### config.mk
export PLATFORM = sky130hd
export DESIGN_NAME = wshb_arbiter
export DESIGN_NICKNAME = d
export VERILOG_FILES = /design/src/rtl/wshb_arb_pkg.sv /design/src/rtl/wshb_arb_watchdog.sv /design/src/rtl/wshb_arbiter.sv
export SDC_FILE = /design/constraint.sdc
export NUM_CORES = 1
export LEC_CHECK = 0
export CAP_MARGIN = 10
export CORE_AREA = 8 8 123 125
export DETAILED_ROUTE_END_ITERATION = 12
export DIE_AREA = 0 0 131 133
export SYNTH_ARGS = -nofsm -noshare
export SYNTH_HDL_FRONTEND = slang
export SYNTH_SLANG_ARGS = --single-unit
### constraint.sdc
create_clock -name clk -period 3.6 [get_ports clk]
set_clock_uncertainty 0.2 [all_clocks]
set_input_delay 0.72 -clock clk [delete_from_list [all_inputs] [get_ports clk]]
set_output_delay 0.72 -clock clk [all_outputs]
set_load 0.005 [all_outputs]
### src/rtl/wshb_arb_pkg.sv
// -----------------------------------------------------------------------------
// wshb_arb_pkg
// Shared definitions for the two-requester Wishbone B4 arbiter:
//   - arb_state_t : arbiter ownership states (IDLE, GNT0, GNT1)
//   - REQ_MIRE / REQ_VGA : requester indices (test-pattern writer / VGA reader)
//   - Wishbone B4 CTI and BTE encodings
//   - state_to_grant : one-hot grant vector for a given ownership state
// -----------------------------------------------------------------------------
package wshb_arb_pkg;

    typedef enum logic [1:0] {
        IDLE = 2'b00,
        GNT0 = 2'b01,
        GNT1 = 2'b10
    } arb_state_t;

    // Requester indices; also the bit positions in the grant vector
    localparam logic REQ_MIRE = 1'b0;
    localparam logic REQ_VGA  = 1'b1;

    // Wishbone B4 cycle type identifiers
    localparam logic [2:0] CTI_CLASSIC = 3'b000;
    localparam logic [2:0] CTI_CONST   = 3'b001;
    localparam logic [2:0] CTI_INCR    = 3'b010;
    localparam logic [2:0] CTI_EOB     = 3'b111;

    // Wishbone B4 burst type extensions
    localparam logic [1:0] BTE_LINEAR  = 2'b00;
    localparam logic [1:0] BTE_WRAP4   = 2'b01;
    localparam logic [1:0] BTE_WRAP8   = 2'b10;
    localparam logic [1:0] BTE_WRAP16  = 2'b11;

    // One-hot owner vector: bit REQ_MIRE for GNT0, bit REQ_VGA for GNT1
    function automatic logic [1:0] state_to_grant(input arb_state_t state);
        logic [1:0] grant_v;
        grant_v = 2'b00;
        case (state)
            GNT0:    grant_v[REQ_MIRE] = 1'b1;
            GNT1:    grant_v[REQ_VGA]  = 1'b1;
            default: grant_v = 2'b00;
        endcase
        return grant_v;
    endfunction

endpackage

### src/rtl/wshb_arb_watchdog.sv
// -----------------------------------------------------------------------------
// wshb_arb_watchdog
// Stall counter for the currently granted Wishbone cycle.
//   clk    in   system clock
//   rst_n  in   asynchronous reset, active low
//   clr    in   clear counter (ack seen or ownership about to change)
//   en     in   count this cycle (owner strobing, no ack)
//   fire   out  counter has reached TIMEOUT-1 while still stalled
// The counter is $clog2(TIMEOUT) bits wide, so TIMEOUT-1 is always
// representable. TIMEOUT must be at least 2.
// fire is combinational: the arbiter needs it in the same cycle to
// suppress m_cyc/m_stb and raise err. It is not gated by clr because clr
// itself depends on the ownership change that fire causes.
// -----------------------------------------------------------------------------
module wshb_arb_watchdog #(
    parameter int TIMEOUT = 256
) (
    input  logic clk,
    input  logic rst_n,
    input  logic clr,
    input  logic en,
    output logic fire
);

    localparam int CNT_W = $clog2(TIMEOUT);
    localparam logic [CNT_W-1:0] LAST_CNT = CNT_W'(TIMEOUT - 1);

    logic [CNT_W-1:0] wd_cnt_r;

    // Stall counter: clear has priority over counting
    always_ff @(posedge clk or negedge rst_n) begin
        if (!rst_n) begin
            wd_cnt_r <= {CNT_W{1'b0}};
        end else if (clr) begin
            wd_cnt_r <= {CNT_W{1'b0}};
        end else if (en) begin
            wd_cnt_r <= wd_cnt_r + CNT_W'(1);
        end else begin
            wd_cnt_r <= wd_cnt_r;
        end
    end

    assign fire = en & (wd_cnt_r == LAST_CNT);

endmodule

### src/rtl/wshb_arbiter.sv
// -----------------------------------------------------------------------------
// wshb_arbiter
// Two-requester Wishbone B4 (classic/burst) arbiter in front of one master
// port (SDRAM side). Requester 0 is the test-pattern writer (mire),
// requester 1 the VGA framebuffer reader.
//
// Ownership is registered (one cycle grant latency from IDLE) and held for
// the whole cyc. Ties in IDLE go to the requester that did not own the bus
// last. A release with the other requester waiting hands over directly with
// no IDLE bubble. A per-grant watchdog terminates a cycle that has strobed
// TIMEOUT cycles without ack: err pulses to the owner, m_cyc/m_stb drop for
// that cycle and ownership is released.
//
// Parameters: ADDR_W (address width), DATA_W (data width, sel = DATA_W/8),
//             TIMEOUT (stalled cycles before the watchdog fires, >= 2)
// Ports:
//   clk, rst_n                      clock, asynchronous active-low reset
//   s{0,1}_cyc/stb/we/adr/sel/cti/bte/dat_ms   requester request side
//   s{0,1}_ack, s{0,1}_err          ack / watchdog err, owner only
//   s{0,1}_dat_sm                   read data, broadcast of m_dat_sm
//   m_cyc/stb/we/adr/sel/cti/bte/dat_ms        muxed from owner, 0 if none
//   m_ack, m_dat_sm                 slave response
//   grant                           one-hot owner, 2'b00 when idle
// Build option:
//   WSHB_ARB_VGA_PRIO_EN  when defined, requester 1 (VGA) wins every tie.
// -----------------------------------------------------------------------------
module wshb_arbiter
    import wshb_arb_pkg::*;
#(
    parameter int ADDR_W  = 32,
    parameter int DATA_W  = 32,
    parameter int TIMEOUT = 256
) (
    input  logic                  clk,
    input  logic                  rst_n,
    // requester 0 (mire)
    input  logic                  s0_cyc,
    input  logic                  s0_stb,
    input  logic                  s0_we,
    input  logic [ADDR_W-1:0]     s0_adr,
    input  logic [DATA_W/8-1:0]   s0_sel,
    input  logic [2:0]            s0_cti,
    input  logic [1:0]            s0_bte,
    input  logic [DATA_W-1:0]     s0_dat_ms,
    output logic                  s0_ack,
    output logic                  s0_err,
    output logic [DATA_W-1:0]     s0_dat_sm,
    // requester 1 (VGA)
    input  logic                  s1_cyc,
    input  logic                  s1_stb,
    input  logic                  s1_we,
    input  logic [ADDR_W-1:0]     s1_adr,
    input  logic [DATA_W/8-1:0]   s1_sel,
    input  logic [2:0]            s1_cti,
    input  logic [1:0]            s1_bte,
    input  logic [DATA_W-1:0]     s1_dat_ms,
    output logic                  s1_ack,
    output logic                  s1_err,
    output logic [DATA_W-1:0]     s1_dat_sm,
    // master port
    output logic                  m_cyc,
    output logic                  m_stb,
    output logic                  m_we,
    output logic [ADDR_W-1:0]     m_adr,
    output logic [DATA_W/8-1:0]   m_sel,
    output logic [2:0]            m_cti,
    output logic [1:0]            m_bte,
    output logic [DATA_W-1:0]     m_dat_ms,
    input  logic                  m_ack,
    input  logic [DATA_W-1:0]     m_dat_sm,
    // current owner
    output logic [1:0]            grant
);

    localparam int SEL_W = DATA_W / 8;

    arb_state_t state_r;
    arb_state_t state_next_s;
    arb_state_t tie_winner_s;
    logic       last_owner_r;
    logic       last_owner_next_s;
    logic       own_stb_s;
    logic       wd_en_s;
    logic       wd_clr_s;
    logic       wd_fire_s;

    // Strobe of whoever currently owns the bus (0 when idle)
    always_comb begin
        own_stb_s = 1'b0;
        case (state_r)
            GNT0:    own_stb_s = s0_stb;
            GNT1:    own_stb_s = s1_stb;
            default: own_stb_s = 1'b0;
        endcase
    end

    // Count only stalled strobes; any ack or ownership change restarts the count
    assign wd_en_s  = own_stb_s & ~m_ack;
    assign wd_clr_s = m_ack | (state_next_s != state_r);

    wshb_arb_watchdog #(
        .TIMEOUT (TIMEOUT)
    ) u_watchdog (
        .clk   (clk),
        .rst_n (rst_n),
        .clr   (wd_clr_s),
        .en    (wd_en_s),
        .fire  (wd_fire_s)
    );

    // Winner when both requesters raise cyc together in IDLE
    always_comb begin
        tie_winner_s = GNT0;
`ifdef WSHB_ARB_VGA_PRIO_EN
        tie_winner_s = GNT1;
`else
        if (last_owner_r == REQ_VGA) begin
            tie_winner_s = GNT0;
        end else begin
            tie_winner_s = GNT1;
        end
`endif
    end

    // Next ownership: hold while owner keeps cyc, release on cyc drop or watchdog
    always_comb begin
        state_next_s      = state_r;
        last_owner_next_s = last_owner_r;
        case (state_r)
            IDLE: begin
                if (s0_cyc && s1_cyc) begin
                    state_next_s = tie_winner_s;
                end else if (s0_cyc) begin
                    state_next_s = GNT0;
                end else if (s1_cyc) begin
                    state_next_s = GNT1;
                end else begin
                    state_next_s = IDLE;
                end
            end
            GNT0: begin
                if (!s0_cyc || wd_fire_s) begin
                    last_owner_next_s = REQ_MIRE;
                    state_next_s      = s1_cyc ? GNT1 : IDLE;
                end else begin
                    state_next_s      = GNT0;
                end
            end
            GNT1: begin
                if (!s1_cyc || wd_fire_s) begin
                    last_owner_next_s = REQ_VGA;
                    state_next_s      = s0_cyc ? GNT0 : IDLE;
                end else begin
                    state_next_s      = GNT1;
                end
            end
            default: begin
                state_next_s      = IDLE;
                last_owner_next_s = last_owner_r;
            end
        endcase
    end

    // Ownership and round-robin history registers
    always_ff @(posedge clk or negedge rst_n) begin
        if (!rst_n) begin
            state_r      <= IDLE;
            last_owner_r <= REQ_VGA;
        end else begin
            state_r      <= state_next_s;
            last_owner_r <= last_owner_next_s;
        end
    end

    // Master-side mux from the registered owner; ack/err routed to owner only.
    // cyc/stb pass straight through so a cyc drop reaches the slave the same
    // cycle, and both are forced low in the cycle the watchdog terminates.
    always_comb begin
        m_cyc    = 1'b0;
        m_stb    = 1'b0;
        m_we     = 1'b0;
        m_adr    = {ADDR_W{1'b0}};
        m_sel    = {SEL_W{1'b0}};
        m_cti    = 3'b000;
        m_bte    = 2'b00;
        m_dat_ms = {DATA_W{1'b0}};
        s0_ack   = 1'b0;
        s0_err   = 1'b0;
        s1_ack   = 1'b0;
        s1_err   = 1'b0;
        case (state_r)
            GNT0: begin
                m_cyc    = s0_cyc & ~wd_fire_s;
                m_stb    = s0_stb & ~wd_fire_s;
                m_we     = s0_we;
                m_adr    = s0_adr;
                m_sel    = s0_sel;
                m_cti    = s0_cti;
                m_bte    = s0_bte;
                m_dat_ms = s0_dat_ms;
                s0_ack   = m_ack;
                s0_err   = wd_fire_s;
            end
            GNT1: begin
                m_cyc    = s1_cyc & ~wd_fire_s;
                m_stb    = s1_stb & ~wd_fire_s;
                m_we     = s1_we;
                m_adr    = s1_adr;
                m_sel    = s1_sel;
                m_cti    = s1_cti;
                m_bte    = s1_bte;
                m_dat_ms = s1_dat_ms;
                s1_ack   = m_ack;
                s1_err   = wd_fire_s;
            end
            default: begin
                m_cyc    = 1'b0;
                m_stb    = 1'b0;
            end
        endcase
    end

    assign s0_dat_sm = m_dat_sm;
    assign s1_dat_sm = m_dat_sm;
    assign grant     = state_to_grant(state_r);

endmodule
==> flow_summary_export.csv <==
group,metric,value,unit
status,status,"finished, final reports clean",
placement,dp_hpwl,10.6,mm
power,netSwitchingFraction,0.406,
layout,fin_cells,660,
layout,finalNetCount,677,
power,power_frac_clock,0.079,
timing,hold_violations,0,
critical_path,crit_path_end_kind,"output pin",
drt,wire_per_inst,18.9,um
floorplanning,die_w,131,um
placement,numPortBuffers,236,
grt,global_route_wire_length_before_repair,18.1,mm
synthesis,synthArstFlopShare,1.00,
synthesis,synth_ff_type,"dfrtp_1",
power,power,2.60,mW
synthesis,syn_avg_cell_area,7.56,um^2
clock_network,clockBufferDepth,2,
layout,areaGrowthSynthToFinish,86.7,%
critical_path,path_class,"primary input to output pin",
synthesis,post_synth_num_cell_types,39,
clock_network,cts_tree,"built",
synthesis,syn-cell-area,0.00248,mm^2
synthesis,synthSimpleGateAreaFrac,0.281,
synthesis,syn-num-nets,520,
clock_network,cts.clk_slew.worst_paths,0.04,ns
drt,detail_route.first_pass.iterations,4,
drt,detail_route.vias_per_cell,4.52,
power,max-vdd-ir-drop,0.440,mV
synthesis,dominant_combinational_cell_family_by_area_after_synthesis,"compound AO/OA/AOI/OAI gates",
power,intPower,1.54,mW
synthesis,ys_seq_area_frac,0.112,
clock_network,cts_root_buffer,"clkbuf_16",
floorplanning,floorplan.initialDensity,0.189,
power,pd_cells,561,mW/mm^2
placement,placed_cells_incl_taps,656,
timing,setup_slack,0.132,ns
grt,grt_pass1_vias,3142,
min_path,holdCritPathClass,"flip-flop to flip-flop",
clock_network,holdBufCountCts,0,
clock_network,cts.htree.levels,1,
clock_network,post_cts.repair.setup_buffers,0,
drt,dr_iter_0_viols,132,
timing,worst_pin_slew,0.566,ns
timing,finalSetupViolations,0,
drt,detailroute.via_count,2985,
clock_network,cts_made_buffers,3,
critical_path,path_max_fanout,8,
grt,maximum_number_of_pins_on_one_net_before_global_route_repair,48,
timing,post-route-min-period,3.47,ns
synthesis,post_synth_mux_area_share,0.0182,
job,cap_viol_max_count,0,
floorplanning,design.die.area,0.0174,mm^2
floorplanning,dieHeight,133,um
drt,ant_nets,0,
clock_network,clock_insertion_delay_worst_skew,0.24,ns
power,pwr-share-seq,0.065,
power,combinationalPowerShare,0.856,
placement,dp_worst_setup_slack,0.114,ns
critical_path,critical_path_arrival,2.55,ns
synthesis,synth_compound_area_frac,0.283,
synthesis,syn-instance-count,328,
synthesis,ys_seq_elements,11,
clock_network,tritoncts_num_sinks,11,
drt,postRouteWirelength,12.5,mm
placement,finalWeightedCongestion,0.817,
timing,max_freq,288,MHz
floorplanning,core_box_area,0.0131,mm^2
timing,final_period_util,0.963,
synthesis,yosys.area_share.adder,0.0252,
timing,slew_headroom,0.621,
timing,hold-worst-slack,0.300,ns
synthesis,post_synth_edffs,0,
timing,final-max-slew-violation-count,0,
timing,grt_setup_unrepaired,"no",
floorplanning,ios,333,
layout,antenna_cells,0,
synthesis,synth_xor_xnor_area_share,0.0358,
floorplanning,number_of_rows_created_at_floorplan,42,
clock_network,cts_resized,0,
drt,drcViolationCount,0,
layout,final_layout_size_suffix_gt1_frac,0.0475,
grt,globalRouteOverflowTotal,0,
grt,grt_antenna_before_repair,0,
timing,setup_tns,0,ns
grt,track_usage,0.130,
critical_path,worst_setup_path_start_kind,"primary input",
synthesis,synth.yosys.warnings,0,
power,net-switching-power,1.05,mW
power,power_leakage,1.55,nW
critical_path,timing.critical_path.required,2.68,ns
[layout make-up]
cell class | count | area [um^2]
Fill cell | 1343 | 8460
Clock buffer | 4 | 78.8
Inverter | 5 | 18.8
Timing Repair Buffer | 244 | 2420
Multi-Input combinational cell | 220 | 1610
Tap cell | 176 | 220
Sequential cell | 11 | 277
[stage by stage]
step / cell area, um^2 / util
after floorplan: 2480 / -
after global placement: 4550 / 0.348
after detailed placement: 4550 / 0.348
after CTS: 4630 / 0.354
after global routing: 4630 / 0.354
final: 4630 / 0.354
[layer usage]
metal | vias to the layer above | part of all wire | global-route usage
met3 | 6 | 0.097 | 0.0309
met2 | 165 | 0.54 | 0.255
met1 | 1398 | 0.35 | 0.137
li1 | 1416 | - | -
met4 | 0 | 0.0058 | 0.0134
met5 | - | 0 | 0
[state kept, by name, summed over array words and instances (netlist names)]
name and cells:
u_watchdog.wd_cnt_r 8, state_r 2, last_owner_r 1
[critical path: stages]
cell             delay, ns
clkdlybuf4s50_1       0.50
a22oi_2               0.16
nor4_4                0.46
and2_1                0.20
clkdlybuf4s50_1       0.51
[cells by family after synthesis]
family	count (synthesis)
buf+inv	97
mux	4
compound gates	93
flops	11
simple gates	110
xor+xnor	8
fa+ha+maj	5
[cells in the final DEF, fill, tap and decap left out, types with 4 or more instances in the layout]
cell / instances
buf_4: 8
and2_1: 4
nand2_1: 8
nor2b_1: 75
nor3_1: 4
inv_1: 5
clkdlybuf4s50_1: 236
nor2_1: 4
a211oi_1: 8
xnor2_1: 6
dfrtp_1: 10
a22oi_1: 74
[power by group through the flow]
stage	clock network, mW	registers (mW)	logic [mW]
global placement	0	0.169	2.22
CTS	0.209	0.168	2.25
global route	0.217	0.170	2.42
finish	0.206	0.168	2.22
floorplan	0	0.165	1.24
detailed placement	0	0.170	2.24
[path summary, 6_finish.rpt]
kind	startpoint	end	slack [ns]	cells after the start
worst max-delay path	s1_stb	s0_err	0.13	5
worst min-delay path	last_owner_r	last_owner_r	0.30	2
worst max register to register	state_r[1]	u_watchdog.wd_cnt_r[3]	0.71	8
worst min register to register	last_owner_r	last_owner_r	0.30	2
max in group asynchronous	rst_n	u_watchdog.wd_cnt_r[7]	2.18	1
min in group asynchronous	rst_n	state_r[0]	0.65	1
[cells in the mapped netlist, types with 4 or more instances]
cell / number / area, um^2
buf_4: 65 / 488
nor2b_1: 75 / 469
ha_1: 5 / 62.6
and2_1: 4 / 25.0
a22oi_1: 74 / 556
nor2_1: 4 / 15.0
a211oi_1: 8 / 60.1
inv_1: 5 / 18.8
nor3_1: 4 / 20.0
dfrtp_1: 10 / 250
nand2_1: 8 / 30.0
xnor2_1: 6 / 52.6
clkbuf_1: 24 / 90.1
Power figures use the tool's default switching activity.
